===== src/rtl/me_lsu.sv =====
// Memory-stage load/store unit: one instruction at a time, variable-latency
// data-memory handshake, load alignment/extension and a registered writeback result.
module me_lsu #(
  parameter int unsigned WORD_W     = 32,
  parameter int unsigned ADDR_W     = 32,
  parameter int unsigned INSTR_W    = 32,
  parameter int unsigned REG_IDX_W  = 5,
  parameter int unsigned DEST_SRC_W = 2,
  parameter int unsigned MEM_OP_W   = 4
) (
  input  logic                  clk,
  input  logic                  clr_n,
  input  logic                  flush,
  input  logic                  i_valid,
  output logic                  o_ready,
  input  logic [ADDR_W-1:0]     i_pc,
  input  logic [INSTR_W-1:0]    i_instr,
  input  logic [DEST_SRC_W-1:0] i_dest_src,
  input  logic [REG_IDX_W-1:0]  i_dest_reg,
  input  logic [WORD_W-1:0]     i_alu_eval,
  input  logic [WORD_W-1:0]     i_store_data,
  input  logic [MEM_OP_W-1:0]   i_mem_op,
  output logic                  o_mem_req,
  output logic                  o_mem_we,
  output logic [ADDR_W-1:0]     o_mem_addr,
  output logic [WORD_W-1:0]     o_mem_wdata,
  output logic [WORD_W/8-1:0]   o_mem_be,
  input  logic                  i_mem_gnt,
  input  logic                  i_mem_rvalid,
  input  logic [WORD_W-1:0]     i_mem_rdata,
  output logic                  o_valid,
  input  logic                  i_ready,
  output logic [ADDR_W-1:0]     o_pc,
  output logic [INSTR_W-1:0]    o_instr,
  output logic [DEST_SRC_W-1:0] o_dest_src,
  output logic [REG_IDX_W-1:0]  o_dest_reg,
  output logic [WORD_W-1:0]     o_dest_data,
  output logic                  o_misaligned
);

  localparam int unsigned NB = WORD_W / 8;
  localparam int unsigned NH = NB / 2;
  localparam int unsigned LB = $clog2(NB);

  localparam logic [DEST_SRC_W-1:0] DEST_SRC_NONE = DEST_SRC_W'(0);
  localparam logic [DEST_SRC_W-1:0] DEST_SRC_ALU  = DEST_SRC_W'(1);

  localparam logic [MEM_OP_W-1:0] MEM_OP_RD_BYTE  = MEM_OP_W'(1);
  localparam logic [MEM_OP_W-1:0] MEM_OP_RD_UBYTE = MEM_OP_W'(2);
  localparam logic [MEM_OP_W-1:0] MEM_OP_RD_HALF  = MEM_OP_W'(3);
  localparam logic [MEM_OP_W-1:0] MEM_OP_RD_UHALF = MEM_OP_W'(4);
  localparam logic [MEM_OP_W-1:0] MEM_OP_RD_WORD  = MEM_OP_W'(5);
  localparam logic [MEM_OP_W-1:0] MEM_OP_WR_BYTE  = MEM_OP_W'(6);
  localparam logic [MEM_OP_W-1:0] MEM_OP_WR_HALF  = MEM_OP_W'(7);
  localparam logic [MEM_OP_W-1:0] MEM_OP_WR_WORD  = MEM_OP_W'(8);

  typedef enum logic [1:0] {S_IDLE, S_REQ, S_WAIT} state_e;

  state_e                state_q, state_d;
  logic                  kill_q, kill_d;
  logic                  wr_q, wr_d;
  logic [MEM_OP_W-1:0]   op_q, op_d;
  logic [LB-1:0]         lane_q, lane_d;
  logic [DEST_SRC_W-1:0] src_q, src_d;
  logic [REG_IDX_W-1:0]  reg_q, reg_d;
  logic [ADDR_W-1:0]     pc_q, pc_d;
  logic [INSTR_W-1:0]    instr_q, instr_d;

  logic                  valid_d, mis_d, req_d, we_d;
  logic [ADDR_W-1:0]     out_pc_d, addr_d;
  logic [INSTR_W-1:0]    out_instr_d;
  logic [DEST_SRC_W-1:0] out_src_d;
  logic [REG_IDX_W-1:0]  out_reg_d;
  logic [WORD_W-1:0]     out_data_d, wdata_d;
  logic [NB-1:0]         be_d;

  logic                  accept;
  logic                  in_rd, in_wr, in_mis;
  logic [LB-1:0]         in_lane;
  logic [NB-1:0]         in_be;
  logic [WORD_W-1:0]     in_wdata;
  logic [ADDR_W-1:0]     in_addr;
  logic [WORD_W-1:0]     rd_shift, ld_data;

  logic                  ld, ld_from_in, ld_mis;
  logic [DEST_SRC_W-1:0] ld_src;
  logic [WORD_W-1:0]     ld_wdata;

  assign o_ready = (state_q == S_IDLE) && (!o_valid || i_ready) && !flush;
  assign accept  = i_valid && o_ready;
  assign rd_shift = i_mem_rdata >> {lane_q, 3'b000};

  // Decode the incoming op: direction, alignment, lane enables, replicated store data
  always_comb begin
    in_rd    = 1'b0;
    in_wr    = 1'b0;
    in_mis   = 1'b0;
    in_lane  = i_alu_eval[LB-1:0];
    in_be    = '0;
    in_wdata = '0;
    in_addr  = ADDR_W'(i_alu_eval);
    in_addr[LB-1:0] = '0;
    case (i_mem_op)
      MEM_OP_RD_BYTE, MEM_OP_RD_UBYTE: begin
        in_rd = 1'b1;
        in_be = NB'(1) << in_lane;
      end
      MEM_OP_RD_HALF, MEM_OP_RD_UHALF: begin
        in_rd  = 1'b1;
        in_mis = in_lane[0];
        in_be  = NB'(3) << in_lane;
      end
      MEM_OP_RD_WORD: begin
        in_rd  = 1'b1;
        in_mis = |in_lane;
        in_be  = '1;
      end
      MEM_OP_WR_BYTE: begin
        in_wr    = 1'b1;
        in_be    = NB'(1) << in_lane;
        in_wdata = {NB{i_store_data[7:0]}};
      end
      MEM_OP_WR_HALF: begin
        in_wr    = 1'b1;
        in_mis   = in_lane[0];
        in_be    = NB'(3) << in_lane;
        in_wdata = {NH{i_store_data[15:0]}};
      end
      MEM_OP_WR_WORD: begin
        in_wr    = 1'b1;
        in_mis   = |in_lane;
        in_be    = '1;
        in_wdata = i_store_data;
      end
      default: ;
    endcase
  end

  // Align the returned word to the captured lane and extend
  always_comb begin
    case (op_q)
      MEM_OP_RD_BYTE:  ld_data = WORD_W'($signed(rd_shift[7:0]));
      MEM_OP_RD_UBYTE: ld_data = WORD_W'(rd_shift[7:0]);
      MEM_OP_RD_HALF:  ld_data = WORD_W'($signed(rd_shift[15:0]));
      MEM_OP_RD_UHALF: ld_data = WORD_W'(rd_shift[15:0]);
      default:         ld_data = rd_shift;
    endcase
  end

  // Next-state and next-output logic
  always_comb begin
    state_d     = state_q;
    kill_d      = kill_q;
    wr_d        = wr_q;
    op_d        = op_q;
    lane_d      = lane_q;
    src_d       = src_q;
    reg_d       = reg_q;
    pc_d        = pc_q;
    instr_d     = instr_q;
    req_d       = o_mem_req;
    we_d        = o_mem_we;
    addr_d      = o_mem_addr;
    wdata_d     = o_mem_wdata;
    be_d        = o_mem_be;
    valid_d     = o_valid && !i_ready;
    mis_d       = o_misaligned;
    out_pc_d    = o_pc;
    out_instr_d = o_instr;
    out_src_d   = o_dest_src;
    out_reg_d   = o_dest_reg;
    out_data_d  = o_dest_data;
    ld          = 1'b0;
    ld_from_in  = 1'b0;
    ld_mis      = 1'b0;
    ld_src      = DEST_SRC_NONE;
    ld_wdata    = '0;

    case (state_q)
      S_IDLE: begin
        if (accept) begin
          wr_d    = in_wr;
          op_d    = i_mem_op;
          lane_d  = in_lane;
          src_d   = i_dest_src;
          reg_d   = i_dest_reg;
          pc_d    = i_pc;
          instr_d = i_instr;
          if (!in_rd && !in_wr) begin
            ld         = 1'b1;
            ld_from_in = 1'b1;
            ld_src     = i_dest_src;
            ld_wdata   = (i_dest_src == DEST_SRC_ALU) ? i_alu_eval : '0;
          end else if (in_mis) begin
            ld         = 1'b1;
            ld_from_in = 1'b1;
            ld_mis     = 1'b1;
          end else begin
            state_d = S_REQ;
            req_d   = 1'b1;
            we_d    = in_wr;
            addr_d  = in_addr;
            wdata_d = in_wdata;
            be_d    = in_be;
          end
        end
      end
      S_REQ: begin
        if (flush) kill_d = 1'b1;
        if (i_mem_gnt) begin
          req_d = 1'b0;
          we_d  = 1'b0;
          if (wr_q) begin
            state_d = S_IDLE;
            kill_d  = 1'b0;
            ld      = !(kill_q || flush);
          end else begin
            state_d = S_WAIT;
          end
        end
      end
      S_WAIT: begin
        if (flush) kill_d = 1'b1;
        if (i_mem_rvalid) begin
          state_d  = S_IDLE;
          kill_d   = 1'b0;
          ld       = !(kill_q || flush);
          ld_src   = src_q;
          ld_wdata = ld_data;
        end
      end
      default: state_d = S_IDLE;
    endcase

    if (ld) begin
      valid_d     = 1'b1;
      mis_d       = ld_mis;
      out_src_d   = ld_src;
      out_data_d  = ld_wdata;
      out_pc_d    = ld_from_in ? i_pc : pc_q;
      out_instr_d = ld_from_in ? i_instr : instr_q;
      out_reg_d   = ld_from_in ? i_dest_reg : reg_q;
    end
    if (flush) valid_d = 1'b0;
  end

  // State and output registers
  always_ff @(posedge clk or negedge clr_n) begin
    if (!clr_n) begin
      state_q      <= S_IDLE;
      kill_q       <= 1'b0;
      wr_q         <= 1'b0;
      op_q         <= '0;
      lane_q       <= '0;
      src_q        <= '0;
      reg_q        <= '0;
      pc_q         <= '0;
      instr_q      <= '0;
      o_mem_req    <= 1'b0;
      o_mem_we     <= 1'b0;
      o_mem_addr   <= '0;
      o_mem_wdata  <= '0;
      o_mem_be     <= '0;
      o_valid      <= 1'b0;
      o_misaligned <= 1'b0;
      o_pc         <= '0;
      o_instr      <= '0;
      o_dest_src   <= '0;
      o_dest_reg   <= '0;
      o_dest_data  <= '0;
    end else begin
      state_q      <= state_d;
      kill_q       <= kill_d;
      wr_q         <= wr_d;
      op_q         <= op_d;
      lane_q       <= lane_d;
      src_q        <= src_d;
      reg_q        <= reg_d;
      pc_q         <= pc_d;
      instr_q      <= instr_d;
      o_mem_req    <= req_d;
      o_mem_we     <= we_d;
      o_mem_addr   <= addr_d;
      o_mem_wdata  <= wdata_d;
      o_mem_be     <= be_d;
      o_valid      <= valid_d;
      o_misaligned <= mis_d;
      o_pc         <= out_pc_d;
      o_instr      <= out_instr_d;
      o_dest_src   <= out_src_d;
      o_dest_reg   <= out_reg_d;
      o_dest_data  <= out_data_d;
    end
  end

endmodule

===== config.mk =====
export PLATFORM = sky130hd
export DESIGN_NAME = me_lsu
export DESIGN_NICKNAME = d
export VERILOG_FILES = /design/src/rtl/me_lsu.sv
export SDC_FILE = /design/constraint.sdc
export NUM_CORES = 1
export LEC_CHECK = 0
export ABC_CLOCK_PERIOD_IN_PS = 2650
export CORE_MARGIN = 10
export CORE_UTILIZATION = 45
export CTS_CLUSTER_DIAMETER = 80
export CTS_CLUSTER_SIZE = 28
export DETAILED_ROUTE_END_ITERATION = 8
export DONT_BUFFER_PORTS = 1
export SKIP_CTS_REPAIR_TIMING = 1
export SYNTH_ARGS = -nofsm -noshare
export SYNTH_HDL_FRONTEND = slang
export SYNTH_SLANG_ARGS = --single-unit

===== constraint.sdc =====
create_clock -name clk -period 2.65 [get_ports clk]
set_input_delay 0.6625 -clock clk [delete_from_list [all_inputs] [get_ports clk]]
set_output_delay 0.6625 -clock clk [all_outputs]
set_load 0.02 [all_outputs]

==> results.sh, run 1 <==
export IMPL_syn_area_per_cell_sq_um=9.85
export IMPL_worst_pin_slew_ps=1230
export IMPL_drtAntennaViolNets=0
export IMPL_skew_ps=24.6
export IMPL_crit_required_ps=3100
export IMPL_place_hpwl_microns=26100
export IMPL_die_x_microns=186
export IMPL_pin_count=354
export IMPL_drt_iter0_markers=892
export IMPL_slowest_stage="nor2_1"
export IMPL_path_clk_slew_ps=100
export IMPL_cts_buffers_inserted=15
export IMPL_drc=0
export IMPL_vias_per_cell=6.18
export IMPL_gr_total_overflow=0
export IMPL_p_leak_nw=5.60
export IMPL_clock_sinks=254
export IMPL_synth_edf_count=0
export IMPL_syn_inst=1256
export IMPL_hold_class="primary input to async pin"
export IMPL_period_minus_slack_ps=2520
export IMPL_first_global_vias=9380
export IMPL_vias=9542
export IMPL_post_synth_top_count_cell="dfrtp_1"
export IMPL_slew_violations=0
export IMPL_synth_top_flop_cell="dfrtp_1"
export IMPL_yosysSeqAreaShare_pct=51.4
export IMPL_path_delay_family="simple AND/OR/NAND/NOR gates"
export IMPL_start_util_pct=45.8
export IMPL_gp_congestion=0.846
export IMPL_timing_final_crit_share_pct=94.9
export IMPL_drive_above_1_share_pct=12.7
export IMPL_hold_viol_final=254
export IMPL_async_flop_share_pct=100
export IMPL_routedWlPerCell_microns=25.8
export IMPL_cts_tree="done"
export IMPL_crit_path_end_kind="flip-flop"
export IMPL_grt_start_max_net_pins=255
export IMPL_htreeDepth=1
export IMPL_antenna_found_initial=0
export IMPL_failed_checks="hold timing"
export IMPL_cp_depth=5
export IMPL_synth_top_area_cell="dfrtp_1"
export IMPL_synthTopCellsByCount="dfrtp_1, nand2_1, o21ai_0"
export IMPL_die_area_sq_um=34500
export IMPL_status="finished with violations"
export IMPL_clk_path_buf_depth=3
export IMPL_die_h_microns=186
export IMPL_rr_endpoint="o_dest_data[16]"
export IMPL_rrSetupSlack_ps=130
export IMPL_power_total_mw=15.6
export IMPL_synth_top_area_share_pct=51.4
export IMPL_synth_seq_cells=254
export IMPL_timing_rr_start="lane_q[0]"
export IMPL_synth_top_cells_by_area="dfrtp_1, nand2_1, a211oi_1"
export IMPL_synth_cell_types=54
export IMPL_final_setup_viol_count=0
export IMPL_start_kind="flip-flop"
export IMPL_reg2reg_depth=5
export IMPL_root_buffer="clkbuf_16"
export IMPL_path_buf_inv=0
export IMPL_holdWs_ps=-153
export IMPL_worstPathMaxFanout=16
export IMPL_antenna_cells=0
export IMPL_syn_to_final_growth_pct=7.47
export IMPL_synth_warnings=0
export IMPL_cp_data_arrival_time_ps=2960
export IMPL_nNetsFinal=1379
export IMPL_port_buffers=0
export IMPL_clock_latency_ps=500
export IMPL_ir_drop_v=0.000773
export IMPL_first_pass_iters=7
export IMPL_p_per_area_nw_per_um2=1170
export IMPL_clock_fmax_ghz=0.397
export IMPL_drv_cap=0
export IMPL_core_sq_um=27000
export IMPL_wl_microns=39800
export IMPL_slowest_delay_ps=950
export IMPL_mappedNetlistArea_sq_um=12400
export IMPL_grt_use_total_pct=21.9
export IMPL_slew_headroom_pct=17.6
export IMPL_worstSetupPathType="flip-flop to flip-flop"
export IMPL_num_rows=60
export IMPL_rsz0062_at_grt="false"
export IMPL_grt_pass1_wl_microns=59200
export IMPL_path_cells="mux2i_1, mux4_2, nor2_1, a221o_1, mux2_4"
[per-layer routing]
metal	vias to the layer above	share of wire (%)	routed length, microns	global-route usage (%)
met1	4743	38	15000	26.3
li1	4378	-	-	-
met2	375	48	19100	35.6
met4	0	2.4	967	5.80
met3	46	12	4720	8.85
met5	-	0	0	0
[how the worst max path moves through the flow]
stage | start | end | slack [ps]
3_5_place_dp | i_mem_op[0] | o_dest_data[10] | -70
5_1_grt | lane_q[0] | o_dest_data[24] | 4
4_1_cts | state_q[1] | o_dest_data[9] | 30
2_1_floorplan | i_mem_op[0] | o_dest_data[0] | 110
3_3_place_gp | i_mem_op[0] | o_dest_data[12] | -70
6_report | lane_q[0] | o_dest_data[16] | 130
[cell usage in the layout, fill, tap and decap left out, types with 16 or more instances in the layout]
master    Yosys  routed
nand3_1      83      82
mux2_4       35      35
dfrtp_1     254     254
a211oi_1     71      71
inv_1        16      16
buf_4         2      25
a221o_1      16      16
nor2_1       42      41
mux2_2       39      39
a31oi_1      72      72
mux2i_1      26      26
o21ai_0      94      94
nand2_1     241     241
a21oi_1      50      50
[cell type report]
| cell class | instances | area (sq um) |
|---|---|---|
| flip-flops and latches | 254 | 6360 |
| multi-input cells | 871 | 5510 |
| well taps | 341 | 427 |
| clock buffers | 16 | 379 |
| repair buffers | 37 | 410 |
| inverters | 17 | 63.8 |
| clock inverters | 8 | 143 |
| fillers | 2502 | 13700 |
[power by group]
group          switching [mW]  leakage, nW  internal (mW)  total, mW
clock network            1.45        0.248           1.30       2.76
logic                    2.30         2.23           1.94       4.24
registers                2.93         3.12           5.65       8.58
[metrics by stage]
step | util (%) | setup slack (ps) | instances | instance area (sq um) | setup TNS, ps
after floorplan | - | 109 | 1257 | 12400 | 0
after global placement | 47.1 | -65.9 | 1518 | 12700 | -606
after detailed placement | 47.1 | -73.6 | 1518 | 12700 | -706
after CTS | 49.0 | 31.0 | 1542 | 13300 | 0
after global routing | 49.2 | 4.16 | 1544 | 13300 | 0
final | 49.2 | 134 | 1544 | 13300 | 0
[cell families after synthesis]
group,after synthesis,share of synthesized area (%)
muxes,103,10.4
and+or+nand+nor,399,13.8
DFF,254,51.4
AOI/OAI and AO/OA,358,18.9
adders and majority gates,5,0.506
xor gates and xnor gates,2,0.142
buffers and inverters,134,4.89
other,1,0.0303
Note: power is estimated with default switching activity, not from simulation.
==> run 2: changes to the inputs <==
--- a/config.mk
+++ b/config.mk
@@ -12,6 +12,7 @@
 export CTS_CLUSTER_SIZE = 28
 export DETAILED_ROUTE_END_ITERATION = 8
 export DONT_BUFFER_PORTS = 1
+export RECOVER_POWER = 100
 export SKIP_CTS_REPAIR_TIMING = 1
 export SYNTH_ARGS = -nofsm -noshare
 export SYNTH_HDL_FRONTEND = slang
==> run 2 against run 1 <==
  * Count of clock-buffer cells in the layout stayed put
  * Total power fell by 0.14%
  * Via count rose by 0.28%
  * Flip-flop and latch count did not move
  * Clock power about the same
  * Highest routed layer unchanged
  * Critical path depth unchanged
  * Clock skew barely moved
  * Sequential power barely moved
  * The flow still finishes with violations (hold timing)
==> results.sh, run 2 (synthesis gave the netlist of run 1 again) <==
export IMPL_status="finished with violations"
export IMPL_failed_checks="hold timing"
export IMPL_ir_drop_v=0.000773
export IMPL_wl_microns=39900
export IMPL_drtAntennaViolNets=0
export IMPL_skew_ps=25.0
export IMPL_final_common_cell="dfrtp_1"
export IMPL_grt_start_max_net_pins=255
export IMPL_drive_above_1_share_pct=12.2
export IMPL_final_cell_mix="dfrtp_1, nand2_1, o21ai_0"
export IMPL_worst_slack_ps=105
export IMPL_htreeDepth=1
export IMPL_clock_latency_ps=500
export IMPL_syn_to_final_growth_pct=7.06
export IMPL_grt_use_total_pct=21.9
export IMPL_root_buffer="clkbuf_16"
export IMPL_drc=0
export IMPL_port_buffers=0
export IMPL_die_h_microns=186
export IMPL_timing_rr_start="lane_q[0]"
export IMPL_first_pass_iters=5
export IMPL_start_util_pct=45.8
export IMPL_period_minus_slack_ps=2540
export IMPL_hold_class="primary input to async pin"
export IMPL_holdWs_ps=-154
export IMPL_clk_path_buf_depth=3
export IMPL_worstPathMaxFanout=16
export IMPL_path_clk_slew_ps=100
export IMPL_nNetsFinal=1379
export IMPL_rsz0062_at_grt="false"
export IMPL_crit_path_end_kind="flip-flop"
export IMPL_start_kind="flip-flop"
export IMPL_n_fill_cell=2518
export IMPL_place_ws_ps=-73.6
export IMPL_final_setup_viol_count=0
export IMPL_timing_final_crit_share_pct=96.0
export IMPL_drv_cap=0
export IMPL_vias_per_cell=6.20
export IMPL_pin_count=354
export IMPL_gr_total_overflow=0
export IMPL_fin_setup_tns_ps=0
export IMPL_rrSetupSlack_ps=110
export IMPL_worstSetupPathType="flip-flop to flip-flop"
export IMPL_die_x_microns=186
export IMPL_cp_data_arrival_time_ps=2990
export IMPL_grt_pass1_wl_microns=59200
export IMPL_gp_congestion=0.846
export IMPL_crit_required_ps=3090
export IMPL_slew_violations=0
export IMPL_core_sq_um=27000
export IMPL_post_place_cells=1518
export IMPL_drt_iter0_markers=935
export IMPL_p_per_area_nw_per_um2=1170
export IMPL_cts_buffers_inserted=15
export IMPL_rr_endpoint="o_dest_data[16]"
export IMPL_reg2reg_depth=5
export IMPL_worst_pin_slew_ps=1260
export IMPL_cts_tree="done"
export IMPL_antenna_cells=0
export IMPL_clock_sinks=254
export IMPL_num_rows=60
export IMPL_vias=9569
export IMPL_first_global_vias=9380
export IMPL_place_hpwl_microns=26100
export IMPL_routedWlPerCell_microns=25.8
export IMPL_p_leak_nw=5.58
export IMPL_hold_viol_final=254
export IMPL_post_route_util_pct=49.0
export IMPL_die_area_sq_um=34500
export IMPL_layoutNonFillerInstCount=1544
export IMPL_antenna_found_initial=0
export IMPL_clock_fmax_ghz=0.393
export IMPL_slew_headroom_pct=15.4
run 2: layer usage:
metal	global-route usage, %	vias to the layer above	wire length (microns)
li1	-	4375	-
met1	26.3	4769	15000
met2	35.6	385	19200
met3	8.85	40	4800
met4	5.80	0	898
met5	0	-	0
run 2: worst max-delay path, stage by stage, from the launching register on:
cell and delay (ps):
dfrtp_1 480, mux2i_1 180, mux4_2 480, nor2_1 970, a221o_1 230, mux2_4 150
run 2: metrics by stage:
| step | cell area [sq um] | power, mW |
|---|---|---|
| floorplan | 12400 | 11.4 |
| global placement | 12700 | 12.8 |
| detailed placement | 12700 | 12.9 |
| CTS | 13300 | 15.7 |
| global route | 13200 | 16.6 |
| finish | 13200 | 15.6 |
run 2: final cells by class:
cell class / count / area (sq um) / share of cell area, %
Tap cell: 341 / 427 / 3.22
Multi-Input combinational cell: 871 / 5500 / 41.5
Clock inverter: 8 / 143 / 1.08
Inverter: 17 / 63.8 / 0.482
Timing Repair Buffer: 37 / 372 / 2.81
Clock buffer: 16 / 379 / 2.86
Sequential cell: 254 / 6360 / 48.0
run 2: how the worst max path moves through the flow:
stage                            from               to
final                       lane_q[0]  o_dest_data[16]
after floorplan           i_mem_op[0]   o_dest_data[0]
after global routing        lane_q[0]  o_dest_data[24]
after global placement    i_mem_op[0]  o_dest_data[12]
after CTS                  state_q[1]   o_dest_data[9]
after detailed placement  i_mem_op[0]  o_dest_data[10]
run 2: report_power, final:
| part | internal, mW | switching [mW] | total, mW | leakage [nW] |
|---|---|---|---|---|
| clock | 1.30 | 1.46 | 2.76 | 0.248 |
| sequential | 5.65 | 2.93 | 8.58 | 3.12 |
| combinational | 1.91 | 2.30 | 4.21 | 2.21 |
